**config.mk**
```make
export PLATFORM = sky130hd
export DESIGN_NAME = cache_miss_fill_fsm_flat
export DESIGN_NICKNAME = d
export VERILOG_FILES = /design/src/rtl/cache_miss_fill_fsm_if.sv /design/src/rtl/cache_miss_fill_fsm.sv /design/src/flat_wrapper.sv
export SDC_FILE = /design/constraint.sdc
export NUM_CORES = 1
export LEC_CHECK = 0
export CAP_MARGIN = 20
export CORE_MARGIN = 2
export CORE_UTILIZATION = 34
export DETAILED_ROUTE_END_ITERATION = 6
export SLEW_MARGIN = 10
export SYNTH_ARGS = -nofsm -noshare
export SYNTH_HDL_FRONTEND = slang
export SYNTH_SLANG_ARGS = --single-unit
```
**constraint.sdc**
```tcl
create_clock -name CLK -period 9.65 [get_ports CLK]
set_clock_uncertainty 0.05 [all_clocks]
set_input_delay 0.965 -clock CLK [delete_from_list [all_inputs] [get_ports CLK]]
set_output_delay 0.965 -clock CLK [all_outputs]
set_load 0.05 [all_outputs]
```
**src/rtl/cache_miss_fill_fsm_if.sv**
```systemverilog
// Bundle of MSHR, victim, memory and fill handshakes for the miss service engine.
// master = miss engine side, slave = surrounding cache/memory side.
interface cache_miss_fill_fsm_if #(
  parameter int unsigned BLOCK_SIZE = 4,
  parameter int unsigned WORD_W     = 32,
  parameter int unsigned ADDR_W     = 32,
  parameter int unsigned UUID_W     = 4
);
  logic                         mshr_valid;
  logic [ADDR_W-1:0]            mshr_block_addr;
  logic [BLOCK_SIZE-1:0]        mshr_write_status;
  logic [BLOCK_SIZE*WORD_W-1:0] mshr_write_block;
  logic [UUID_W-1:0]            mshr_uuid;
  logic                         bank_free;

  logic                         victim_req;
  logic                         victim_valid;
  logic                         victim_dirty;
  logic [ADDR_W-1:0]            victim_addr;
  logic [BLOCK_SIZE*WORD_W-1:0] victim_data;

  logic                         mem_req_valid;
  logic                         mem_req_ready;
  logic                         mem_req_rw;
  logic [ADDR_W-1:0]            mem_req_addr;
  logic [WORD_W-1:0]            mem_req_wdata;
  logic                         mem_resp_valid;
  logic [WORD_W-1:0]            mem_resp_rdata;

  logic                         fill_valid;
  logic                         fill_ready;
  logic [ADDR_W-1:0]            fill_addr;
  logic [BLOCK_SIZE*WORD_W-1:0] fill_data;
  logic                         fill_dirty;
  logic [UUID_W-1:0]            fill_uuid;

  modport master (
    input  mshr_valid, mshr_block_addr, mshr_write_status, mshr_write_block, mshr_uuid,
    output bank_free,
    output victim_req,
    input  victim_valid, victim_dirty, victim_addr, victim_data,
    output mem_req_valid, mem_req_rw, mem_req_addr, mem_req_wdata,
    input  mem_req_ready, mem_resp_valid, mem_resp_rdata,
    output fill_valid, fill_addr, fill_data, fill_dirty, fill_uuid,
    input  fill_ready
  );

  modport slave (
    output mshr_valid, mshr_block_addr, mshr_write_status, mshr_write_block, mshr_uuid,
    input  bank_free,
    input  victim_req,
    output victim_valid, victim_dirty, victim_addr, victim_data,
    input  mem_req_valid, mem_req_rw, mem_req_addr, mem_req_wdata,
    output mem_req_ready, mem_resp_valid, mem_resp_rdata,
    input  fill_valid, fill_addr, fill_data, fill_dirty, fill_uuid,
    output fill_ready
  );
endinterface

```
**src/rtl/cache_miss_fill_fsm.sv**
```systemverilog
// Per-bank miss service engine: pop MSHR head, write back dirty victim, fetch and merge line, install.
// Optional performance counters enabled with `define CACHE_MISS_FILL_PERF_EN.
module cache_miss_fill_fsm #(
  parameter int unsigned BLOCK_SIZE = 4,
  parameter int unsigned WORD_W     = 32,
  parameter int unsigned ADDR_W     = 32,
  parameter int unsigned UUID_W     = 4
) (
  input  logic                  CLK,
  input  logic                  RST,
  cache_miss_fill_fsm_if.master bus
`ifdef CACHE_MISS_FILL_PERF_EN
  ,
  output logic [31:0]           perf_fills,
  output logic [31:0]           perf_writebacks,
  output logic [31:0]           perf_busy_cycles
`endif
);
  localparam int unsigned WORD_B = WORD_W / 8;
  localparam int unsigned IDX_W  = $clog2(BLOCK_SIZE);
  localparam int unsigned CNT_W  = IDX_W + 1;
  localparam logic [ADDR_W-1:0] ALIGN_MASK = ~ADDR_W'(BLOCK_SIZE * WORD_B - 1);

  localparam logic [2:0] S_IDLE    = 3'd0;
  localparam logic [2:0] S_VICTIM  = 3'd1;
  localparam logic [2:0] S_WB      = 3'd2;
  localparam logic [2:0] S_FILL    = 3'd3;
  localparam logic [2:0] S_INSTALL = 3'd4;

  logic [2:0]                         state_q, state_d;
  logic [CNT_W-1:0]                   cnt_q, cnt_d;
  logic [IDX_W-1:0]                   idx_q, idx_d;
  logic                               waiting_q, waiting_d;
  logic [ADDR_W-1:0]                  blk_addr_q, blk_addr_d;
  logic [BLOCK_SIZE-1:0]              status_q, status_d;
  logic [BLOCK_SIZE-1:0][WORD_W-1:0]  line_q, line_d;
  logic [UUID_W-1:0]                  uuid_q, uuid_d;
  logic                               dirty_q, dirty_d;
  logic [ADDR_W-1:0]                  vic_addr_q, vic_addr_d;
  logic [BLOCK_SIZE-1:0][WORD_W-1:0]  vic_data_q, vic_data_d;

  logic                               bank_free_q, bank_free_d;
  logic                               victim_req_q, victim_req_d;
  logic                               mem_valid_q, mem_valid_d;
  logic                               mem_rw_q, mem_rw_d;
  logic [ADDR_W-1:0]                  mem_addr_q, mem_addr_d;
  logic [WORD_W-1:0]                  mem_wdata_q, mem_wdata_d;
  logic                               fill_valid_q, fill_valid_d;

  logic                               mem_hs;
  logic                               fill_hs;

  assign mem_hs  = mem_valid_q && bus.mem_req_ready;
  assign fill_hs = fill_valid_q && bus.fill_ready;
  assign idx_q   = cnt_q[IDX_W-1:0];

  // Next state, captured data and next registered outputs.
  always_comb begin
    state_d    = state_q;
    cnt_d      = cnt_q;
    waiting_d  = waiting_q;
    blk_addr_d = blk_addr_q;
    status_d   = status_q;
    line_d     = line_q;
    uuid_d     = uuid_q;
    dirty_d    = dirty_q;
    vic_addr_d = vic_addr_q;
    vic_data_d = vic_data_q;

    case (state_q)
      S_IDLE: begin
        if (bus.mshr_valid) begin
          blk_addr_d = bus.mshr_block_addr & ALIGN_MASK;
          status_d   = bus.mshr_write_status;
          line_d     = bus.mshr_write_block;
          uuid_d     = bus.mshr_uuid;
          dirty_d    = |bus.mshr_write_status;
          cnt_d      = '0;
          waiting_d  = 1'b0;
          // A fully written line needs neither the victim nor memory.
          state_d    = (&bus.mshr_write_status) ? S_INSTALL : S_VICTIM;
        end
      end
      S_VICTIM: begin
        if (bus.victim_valid) begin
          vic_addr_d = bus.victim_addr;
          vic_data_d = bus.victim_data;
          cnt_d      = '0;
          state_d    = bus.victim_dirty ? S_WB : S_FILL;
        end
      end
      S_WB: begin
        if (mem_hs) begin
          if (cnt_q == CNT_W'(BLOCK_SIZE - 1)) begin
            cnt_d   = '0;
            state_d = S_FILL;
          end else begin
            cnt_d = cnt_q + 1'b1;
          end
        end
      end
      S_FILL: begin
        if (!waiting_q) begin
          if (mem_hs) waiting_d = 1'b1;
        end else if (bus.mem_resp_valid) begin
          waiting_d = 1'b0;
          // Pending store data wins over the fetched word.
          if (!status_q[idx_q]) line_d[idx_q] = bus.mem_resp_rdata;
          cnt_d = cnt_q + 1'b1;
          if (cnt_d == CNT_W'(BLOCK_SIZE)) begin
            cnt_d   = '0;
            state_d = S_INSTALL;
          end
        end
      end
      S_INSTALL: begin
        if (fill_hs) state_d = S_IDLE;
      end
      default: state_d = S_IDLE;
    endcase

    idx_d        = cnt_d[IDX_W-1:0];
    bank_free_d  = (state_d == S_IDLE);
    victim_req_d = (state_d == S_VICTIM);
    mem_valid_d  = (state_d == S_WB) || ((state_d == S_FILL) && !waiting_d);
    mem_rw_d     = (state_d == S_WB);
    fill_valid_d = (state_d == S_INSTALL);
    mem_addr_d   = '0;
    mem_wdata_d  = '0;
    if (state_d == S_WB) begin
      mem_addr_d  = vic_addr_d + ADDR_W'(cnt_d) * ADDR_W'(WORD_B);
      mem_wdata_d = vic_data_d[idx_d];
    end else if (state_d == S_FILL) begin
      mem_addr_d  = blk_addr_d + ADDR_W'(cnt_d) * ADDR_W'(WORD_B);
    end
  end

  // State, captured data and output registers.
  always_ff @(posedge CLK) begin
    if (RST) begin
      state_q      <= S_IDLE;
      cnt_q        <= '0;
      waiting_q    <= 1'b0;
      blk_addr_q   <= '0;
      status_q     <= '0;
      line_q       <= '0;
      uuid_q       <= '0;
      dirty_q      <= 1'b0;
      vic_addr_q   <= '0;
      vic_data_q   <= '0;
      bank_free_q  <= 1'b1;
      victim_req_q <= 1'b0;
      mem_valid_q  <= 1'b0;
      mem_rw_q     <= 1'b0;
      mem_addr_q   <= '0;
      mem_wdata_q  <= '0;
      fill_valid_q <= 1'b0;
    end else begin
      state_q      <= state_d;
      cnt_q        <= cnt_d;
      waiting_q    <= waiting_d;
      blk_addr_q   <= blk_addr_d;
      status_q     <= status_d;
      line_q       <= line_d;
      uuid_q       <= uuid_d;
      dirty_q      <= dirty_d;
      vic_addr_q   <= vic_addr_d;
      vic_data_q   <= vic_data_d;
      bank_free_q  <= bank_free_d;
      victim_req_q <= victim_req_d;
      mem_valid_q  <= mem_valid_d;
      mem_rw_q     <= mem_rw_d;
      mem_addr_q   <= mem_addr_d;
      mem_wdata_q  <= mem_wdata_d;
      fill_valid_q <= fill_valid_d;
    end
  end

  assign bus.bank_free     = bank_free_q;
  assign bus.victim_req    = victim_req_q;
  assign bus.mem_req_valid = mem_valid_q;
  assign bus.mem_req_rw    = mem_rw_q;
  assign bus.mem_req_addr  = mem_addr_q;
  assign bus.mem_req_wdata = mem_wdata_q;
  assign bus.fill_valid    = fill_valid_q;
  assign bus.fill_addr     = blk_addr_q;
  assign bus.fill_data     = line_q;
  assign bus.fill_dirty    = dirty_q;
  assign bus.fill_uuid     = uuid_q;

`ifdef CACHE_MISS_FILL_PERF_EN
  // Saturating event counters.
  always_ff @(posedge CLK) begin
    if (RST) begin
      perf_fills       <= '0;
      perf_writebacks  <= '0;
      perf_busy_cycles <= '0;
    end else begin
      if (fill_hs && (perf_fills != '1)) perf_fills <= perf_fills + 32'd1;
      if ((state_q == S_WB) && mem_hs && (cnt_q == CNT_W'(BLOCK_SIZE - 1)) &&
          (perf_writebacks != '1))
        perf_writebacks <= perf_writebacks + 32'd1;
      if ((state_q != S_IDLE) && (perf_busy_cycles != '1))
        perf_busy_cycles <= perf_busy_cycles + 32'd1;
    end
  end
`endif
endmodule

```
**src/flat_wrapper.sv**
```systemverilog
// flat-port wrapper written by rule: the top's interface ports become plain ports
module cache_miss_fill_fsm_flat 
#(
  parameter int unsigned BLOCK_SIZE = 4,
  parameter int unsigned WORD_W     = 32,
  parameter int unsigned ADDR_W     = 32,
  parameter int unsigned UUID_W     = 4
)
  (CLK, RST, bus_mshr_valid, bus_mshr_block_addr, bus_mshr_write_status, bus_mshr_write_block, bus_mshr_uuid, bus_bank_free, bus_victim_req, bus_victim_valid, bus_victim_dirty, bus_victim_addr, bus_victim_data, bus_mem_req_valid, bus_mem_req_rw, bus_mem_req_addr, bus_mem_req_wdata, bus_mem_req_ready, bus_mem_resp_valid, bus_mem_resp_rdata, bus_fill_valid, bus_fill_addr, bus_fill_data, bus_fill_dirty, bus_fill_uuid, bus_fill_ready);
  cache_miss_fill_fsm_if #(.BLOCK_SIZE(BLOCK_SIZE), .WORD_W(WORD_W), .ADDR_W(ADDR_W), .UUID_W(UUID_W)) bus_i ();
  input  logic CLK;
  input  logic RST;
  input wire logic [$bits(bus_i.mshr_valid)-1:0] bus_mshr_valid;
  input wire logic [$bits(bus_i.mshr_block_addr)-1:0] bus_mshr_block_addr;
  input wire logic [$bits(bus_i.mshr_write_status)-1:0] bus_mshr_write_status;
  input wire logic [$bits(bus_i.mshr_write_block)-1:0] bus_mshr_write_block;
  input wire logic [$bits(bus_i.mshr_uuid)-1:0] bus_mshr_uuid;
  output wire logic [$bits(bus_i.bank_free)-1:0] bus_bank_free;
  output wire logic [$bits(bus_i.victim_req)-1:0] bus_victim_req;
  input wire logic [$bits(bus_i.victim_valid)-1:0] bus_victim_valid;
  input wire logic [$bits(bus_i.victim_dirty)-1:0] bus_victim_dirty;
  input wire logic [$bits(bus_i.victim_addr)-1:0] bus_victim_addr;
  input wire logic [$bits(bus_i.victim_data)-1:0] bus_victim_data;
  output wire logic [$bits(bus_i.mem_req_valid)-1:0] bus_mem_req_valid;
  output wire logic [$bits(bus_i.mem_req_rw)-1:0] bus_mem_req_rw;
  output wire logic [$bits(bus_i.mem_req_addr)-1:0] bus_mem_req_addr;
  output wire logic [$bits(bus_i.mem_req_wdata)-1:0] bus_mem_req_wdata;
  input wire logic [$bits(bus_i.mem_req_ready)-1:0] bus_mem_req_ready;
  input wire logic [$bits(bus_i.mem_resp_valid)-1:0] bus_mem_resp_valid;
  input wire logic [$bits(bus_i.mem_resp_rdata)-1:0] bus_mem_resp_rdata;
  output wire logic [$bits(bus_i.fill_valid)-1:0] bus_fill_valid;
  output wire logic [$bits(bus_i.fill_addr)-1:0] bus_fill_addr;
  output wire logic [$bits(bus_i.fill_data)-1:0] bus_fill_data;
  output wire logic [$bits(bus_i.fill_dirty)-1:0] bus_fill_dirty;
  output wire logic [$bits(bus_i.fill_uuid)-1:0] bus_fill_uuid;
  input wire logic [$bits(bus_i.fill_ready)-1:0] bus_fill_ready;
  assign bus_i.mshr_valid = bus_mshr_valid;
  assign bus_i.mshr_block_addr = bus_mshr_block_addr;
  assign bus_i.mshr_write_status = bus_mshr_write_status;
  assign bus_i.mshr_write_block = bus_mshr_write_block;
  assign bus_i.mshr_uuid = bus_mshr_uuid;
  assign bus_bank_free = bus_i.bank_free;
  assign bus_victim_req = bus_i.victim_req;
  assign bus_i.victim_valid = bus_victim_valid;
  assign bus_i.victim_dirty = bus_victim_dirty;
  assign bus_i.victim_addr = bus_victim_addr;
  assign bus_i.victim_data = bus_victim_data;
  assign bus_mem_req_valid = bus_i.mem_req_valid;
  assign bus_mem_req_rw = bus_i.mem_req_rw;
  assign bus_mem_req_addr = bus_i.mem_req_addr;
  assign bus_mem_req_wdata = bus_i.mem_req_wdata;
  assign bus_i.mem_req_ready = bus_mem_req_ready;
  assign bus_i.mem_resp_valid = bus_mem_resp_valid;
  assign bus_i.mem_resp_rdata = bus_mem_resp_rdata;
  assign bus_fill_valid = bus_i.fill_valid;
  assign bus_fill_addr = bus_i.fill_addr;
  assign bus_fill_data = bus_i.fill_data;
  assign bus_fill_dirty = bus_i.fill_dirty;
  assign bus_fill_uuid = bus_i.fill_uuid;
  assign bus_i.fill_ready = bus_fill_ready;
  cache_miss_fill_fsm #(.BLOCK_SIZE(BLOCK_SIZE), .WORD_W(WORD_W), .ADDR_W(ADDR_W), .UUID_W(UUID_W)) u_core (.CLK(CLK), .RST(RST), .bus(bus_i));
endmodule
```
# ---- Yosys cells after proc, flatten, opt, wreduce, memory -nomap -nowiden
# Index checks and enable logic that the tools add are counted.
dict set report totals {
  register_bits 405
  latch_bits 0
  ram_bits 0
  mem_bits_ro 0
  input_bits 368
  out_inout_bits 234
  wordCells 102
  n_memories 0
}
dict set report classes {
  n_addsub 3
  mul 0
  n_div 0
  magnitude_cmp 3
  eq_ne 14
  shifts 0
  mux 44
  bitwise_logic 1
  n_reduce_logical 14
}
# cell count
set ops {}
lappend ops {{2-to-1 mux 128 bit} 6}
lappend ops {{2-to-1 mux 32 bit} 8}
lappend ops {{one-hot mux 128 bit (2 select lines)} 1}
lappend ops {{bitwise mux 128 bit} 1}
lappend ops {{adder 32 x 5 -> 32 bit} 2}
lappend ops {{binary-select mux 32 bit (select 2 bit)} 1}
lappend ops {{demux 32 bit (select 2 bit)} 1}
lappend ops {{2-to-1 mux 3 bit} 16}
lappend ops {{== test 3 x 2 -> 1 bit, second input constant} 5}
lappend ops {{one-hot mux 3 bit (5 select lines)} 1}
lappend ops {{one-hot mux 3 bit (4 select lines)} 1}
lappend ops {{== test 3 bit, second input constant} 3}
lappend ops {{== test 3 x 1 -> 1 bit, second input constant} 2}
lappend ops {{zero test 3 bit} 2}
lappend ops {{< comparator 2 x 3 -> 1 bit, second input constant} 2}
lappend ops {{2-to-1 mux 1 bit} 6}
lappend ops {{inequality test 2 bit, second input constant} 3}
lappend ops {{AND reduction 5 bit} 1}
lappend ops {{logical AND 1 bit} 4}
lappend ops {{AND reduction 4 bit} 1}
lappend ops {{OR reduction 4 bit} 1}
lappend ops {{adder 3 x 1 -> 3 bit, second input constant} 1}
lappend ops {{binary-select mux 1 bit (select 2 bit)} 1}
lappend ops {{greater-or-equal comparator 2 x 1 -> 1 bit, second input constant} 1}
lappend ops {{other kinds (8)} 8}

# ---- Depth between registers and ports, before layout
dict set report logic_depth {
  depth_word 9
  ltp_mapped 19
}

# ---- Worst setup path after synthesis
# Ideal clock, no wire load.
dict set report synth_timing {
  path_kind {input port to flip-flop}
  startpoint {input bus_victim_valid}
  endpoint {register u_core.mem_addr_q[26] (netlist: u_core.bus.mem_req_addr[26])}
  setup_ps 117
  t_arrival_ps 4326
  required_ps 9483
  setup_slack_ps 5157
  cell_stages 18
  path_buffers 5
  cell_sequence {nor4bb_1 > buf_2 > buf_2 > buf_2 > clkbuf_1 > buf_2 > nand2_1 > nand2_1 > ha_1 > inv_1 > fa_1 > inv_1 > a21oi_1 > a21oi_4 > nand2_2 > a211oi_1 > xnor2_1 > a22o_1}
}
dict set report synth_between {
  word_cells_on_any_way 12
}
# item line_no
set synth_rtl {}
lappend synth_rtl {{start, declared} flat_wrapper.sv:20} ;# input wire logic [$bits(bus_i.victim_valid)-1:0] bus_victim_valid;
lappend synth_rtl {{2-to-1 mux 32 bit} cache_miss_fill_fsm.sv:85} ;# if (bus.victim_valid) begin
lappend synth_rtl {{2-to-1 mux 32 bit} cache_miss_fill_fsm.sv:70} ;# case (state_q)
lappend synth_rtl {{net u_core.vic_addr_d[2]} cache_miss_fill_fsm.sv:39} ;# logic [ADDR_W-1:0] vic_addr_q, vic_addr_d;
lappend synth_rtl {{adder 32 x 5 -> 32 bit} cache_miss_fill_fsm.sv:131} ;# mem_addr_d = vic_addr_d + ADDR_W'(cnt_d) * ADDR_W'(WORD_B);
lappend synth_rtl {{2-to-1 mux 32 bit} cache_miss_fill_fsm.sv:130} ;# if (state_d == S_WB) begin
lappend synth_rtl {{end signal, assigned} cache_miss_fill_fsm.sv:173} ;# mem_addr_q <= mem_addr_d;
lappend synth_rtl {{end, declared} cache_miss_fill_fsm.sv:46} ;# logic [ADDR_W-1:0] mem_addr_q, mem_addr_d;
# The timed path passes the listed nets, and every way through them passes these cells.
# A chain may end at the register's enable or synchronous reset.

# ---- Final worst setup path
dict set report layout_timing {
  startpoint {register u_core.state_q[0]}
  endpoint {register u_core.mem_addr_q[26] (netlist: u_core.bus.mem_req_addr[26])}
}
dict set report layout_between {
  elab_chain_cells 7
  word_cells_on_any_way 23
}
# item line_no
set layout_rtl {}
lappend layout_rtl {{start, declared} cache_miss_fill_fsm.sv:30} ;# logic [2:0] state_q, state_d;
lappend layout_rtl {{start signal, assigned} cache_miss_fill_fsm.sv:159} ;# state_q <= state_d;
lappend layout_rtl {{parallel branches: the longest is 6 deep, another holds adder 32 x 5 -> 32 bit} n/a}
lappend layout_rtl {{2-to-1 mux 32 bit (*)} cache_miss_fill_fsm.sv:130}
# Mark *: on every way between the ends.

==> flow_metrics.tcl <==
set metrics [dict create \
    core_area_mm2 0.0526 \
    p_switching_uw 1470 \
    r2r-end "u_core.bus.mem_req_addr[26]$_SDFF_PP0_" \
    p_int_uw 3320 \
    syn2layout_area_growth_pct 44.1 \
    dp_hpwl_um 51600 \
    final_common_cell "clkdlybuf4s50_1" \
    seq_area_frac_synth_pct 44.8 \
    overflow 0 \
    ctsHtreeMaxLevel 2 \
    p_per_area_mw_per_mm2 184 \
    yosysUniqueCellTypes 64 \
    postCtsHoldBufs 0 \
    avgSynthCellArea_um2 8.01 \
    cts.clk_slew.worst_paths_ns 0.06 \
    nets 3118 \
    layout_common_cells "596 x clkdlybuf4s50_1, 482 x nand2_1, 405 x dfxtp_1" \
    antenna_found_initial 39 \
    firstDrtPassIters 7 \
    netlist_instances 2257 \
    clock-root-buffer "clkbuf_16" \
    viasPerCell 5.32 \
    min_to "u_core.vic_data_q[13]$_SDFF_PP0_" \
    ys_seq_elements 405 \
    rows 84 \
    drv_slew 0 \
    grt_pass1_vias 17900 \
    synth_flop_cell "dfxtp_1" \
    setup_viol 0 \
    routabilityCongestion 0.935 \
    grt_max_degree 95 \
    numCtsBuffers 48 \
    period_minus_slack_ns 4.74 \
    gr-usage-met2_pct 42.3 \
    tns_ns 0 \
    max_freq_mhz 211 \
    dieArea_mm2 0.0551 \
    hold_path.class "register to register" \
    globalRouteMet1Util_pct 30.7 \
    syn_nets 2640 \
    clock-sinks 405 \
    ys_warn_count 0 \
    clkPwrFrac_pct 39.0 \
    crit_type "register to register" \
    finalCritPeriodShare_pct 49.1 \
    wl_um 73000 \
    grt_use_total_pct 25.4 \
    top_usage_layer "met2" \
    port_buffers 597 \
    arrival_ns 5.15 \
    p_leak_uw 0.00930 \
    cts_tree "yes" \
    synthArstFlopShare_pct 0 \
    mappedNetlistArea_mm2 0.0181 \
    grt_first_pass_wirelength_um 110000 \
    reg2reg_from "u_core.state_q[0]$_SDFF_PP0_" \
    postCtsSetupBuffers 0 \
    clkLatencyLatePin_ns 0.57 \
    rr_worst_depth 16 \
    antenna_left 0 \
    drc 0 \
    peakVddDrop_mv 0.122 \
    ios 602 \
    drt-wirelength-per-cell_um 21.0 \
    sw_frac_of_total_pct 30.7 \
    tightestPinTransition_ns 1.07 \
    start_util_pct 34.4 \
    p_seq_share_pct 38.7 \
    drive_above_1_share_pct 4.69 \
    chipWidth_um 235 \
    power_frac_comb_pct 22.3 \
    hold_viol 0 \
    end_kind "register" \
    outcome "complete, no violations" \
    dr_total_vias 18500 \
    grt_util_met3_pct 7.54 \
    synth_edf_count 0 \
    maxCapViolCount 0 \
    drtIter0Drc 1409 \
    hold_start "u_core.vic_data_q[13]$_SDFF_PP0_" \
    slew_headroom_pct 28.8 \
    worstPathMaxFanout 69 \
    die_h_um 235 \
    cp.required_ns 10.06 \
    clock_path_buffers 3 \
    final_util_pct 49.6 \
    start_kind "register" \
    rsz0062_at_grt "no" \
    holdPathStages 2 \
    cts_resized 0 \
    r2r_setup_slack_ns 4.91 \
]
==> synthesized netlist by cell type (13+ instances only) <==
library cell / instances / area, µm²
a21oi_1: 173 / 866
buf_1: 18 / 67.6
inv_1: 14 / 52.6
nand2_1: 483 / 1810
mux2i_1: 52 / 521
clkbuf_1: 161 / 604
o32ai_1: 33 / 289
nand3_1: 168 / 841
nor3_1: 15 / 75.1
nor2_1: 251 / 942
ha_1: 13 / 163
a211oi_1: 70 / 526
a311oi_1: 128 / 1120
xnor2_1: 29 / 254
nand4_1: 13 / 81.3
and2_1: 69 / 432
dfxtp_1: 405 / 8110
buf_2: 13 / 65.1
xor2_1: 34 / 298
==> logic make-up after synthesis <==
group                      synth area share, %
and+or+nand+nor                           25.1
AOI/OAI and AO/OA                         18.0
DFF                                       44.8
buffers and inverters                     4.55
xor gates and xnor gates                  3.05
muxes                                     3.31
adders and majority gates                 1.12
==> stage by stage <==
step	instances	cell area (µm²)	hold slack, ns	power, µW	setup WS [ns]
global placement	3373	24400	0.387	2940	4.58
global route	3474	26100	0.417	4970	4.54
floorplan	2257	18100	0.382	2500	5.16
finish	3479	26100	0.398	4790	4.91
CTS	3462	26000	0.400	4840	4.85
detailed placement	3373	24400	0.392	2950	4.44
==> power by group through the flow <==
stage               clock network [µW]  logic, µW  registers [µW]
finish                            1870       1070            1850
global route                      1970       1130            1870
CTS                               1910       1070            1850
detailed placement                   0       1070            1890
global placement                     0       1060            1880
floorplan                            0        342            2160
==> worst max-delay path by stage <==
stage	start	to	slack, ns	cells past startpoint
finish	u_core.state_q[0]$_SDFF_PP0_	u_core.bus.mem_req_addr[26]$_SDFF_PP0_	4.91	16
global route	u_core.state_q[0]$_SDFF_PP0_	u_core.bus.mem_req_addr[26]$_SDFF_PP0_	4.54	16
CTS	u_core.state_q[0]$_SDFF_PP0_	u_core.bus.mem_req_addr[26]$_SDFF_PP0_	4.85	16
detailed placement	bus_victim_valid	u_core.bus.mem_req_addr[23]$_SDFF_PP0_	4.44	10
global placement	bus_victim_valid	u_core.bus.mem_req_addr[23]$_SDFF_PP0_	4.58	10
floorplan	bus_victim_valid	u_core.bus.mem_req_addr[26]$_SDFF_PP0_	5.16	18
==> per-layer routing <==
layer	part of all wire (%)	vias up
met4	3.1	32
met3	8.3	135
met2	48	695
met5	0.28	-
li1	-	8867
met1	40	8789
==> area by class of cell <==
| class | count | area, µm² |
|---|---|---|
| diodes | 17 | 42.5 |
| clock buffers | 69 | 1370 |
| clock inverters | 20 | 239 |
| fillers | 5034 | 26500 |
| inverters | 14 | 52.6 |
| multi-input cells | 1643 | 9220 |
| flip-flops and latches | 405 | 8110 |
| well taps | 688 | 861 |
| repair buffers | 623 | 6180 |
==> registers in the layout (all words and copies together) (netlist names) <==
register,cells
u_core.state_q,3
u_core.bus.fill_data,128
u_core.bus.fill_addr,32
u_core.bus.bank_free,1
u_core.vic_data_q,128
u_core.bus.fill_dirty,1
u_core.bus.fill_uuid,4
u_core.cnt_q,3
u_core.vic_addr_q,32
u_core.bus.fill_valid,1
u_core.waiting_q,1
u_core.bus.mem_req_wdata,32
u_core.bus.mem_req_rw,1
u_core.status_q,4
u_core.bus.mem_req_valid,1
u_core.bus.mem_req_addr,32
u_core.bus.victim_req,1
==> worst max-delay path, cell delays in order (launching register included) <==
cell	delay, ns
dfxtp_1	0.64
nor2b_1	0.32
nand2_4	0.42
o22ai_1	0.48
mux2i_4	0.10
buf_4	0.33
inv_2	0.16
ha_1	0.19
inv_1	0.07
fa_1	0.45
inv_1	0.07
a21oi_1	0.15
a21oi_4	0.35
nand2_2	0.15
a211oi_1	0.31
xnor2_1	0.12
a22o_1	0.23
Power figures use the tool's default switching activity.
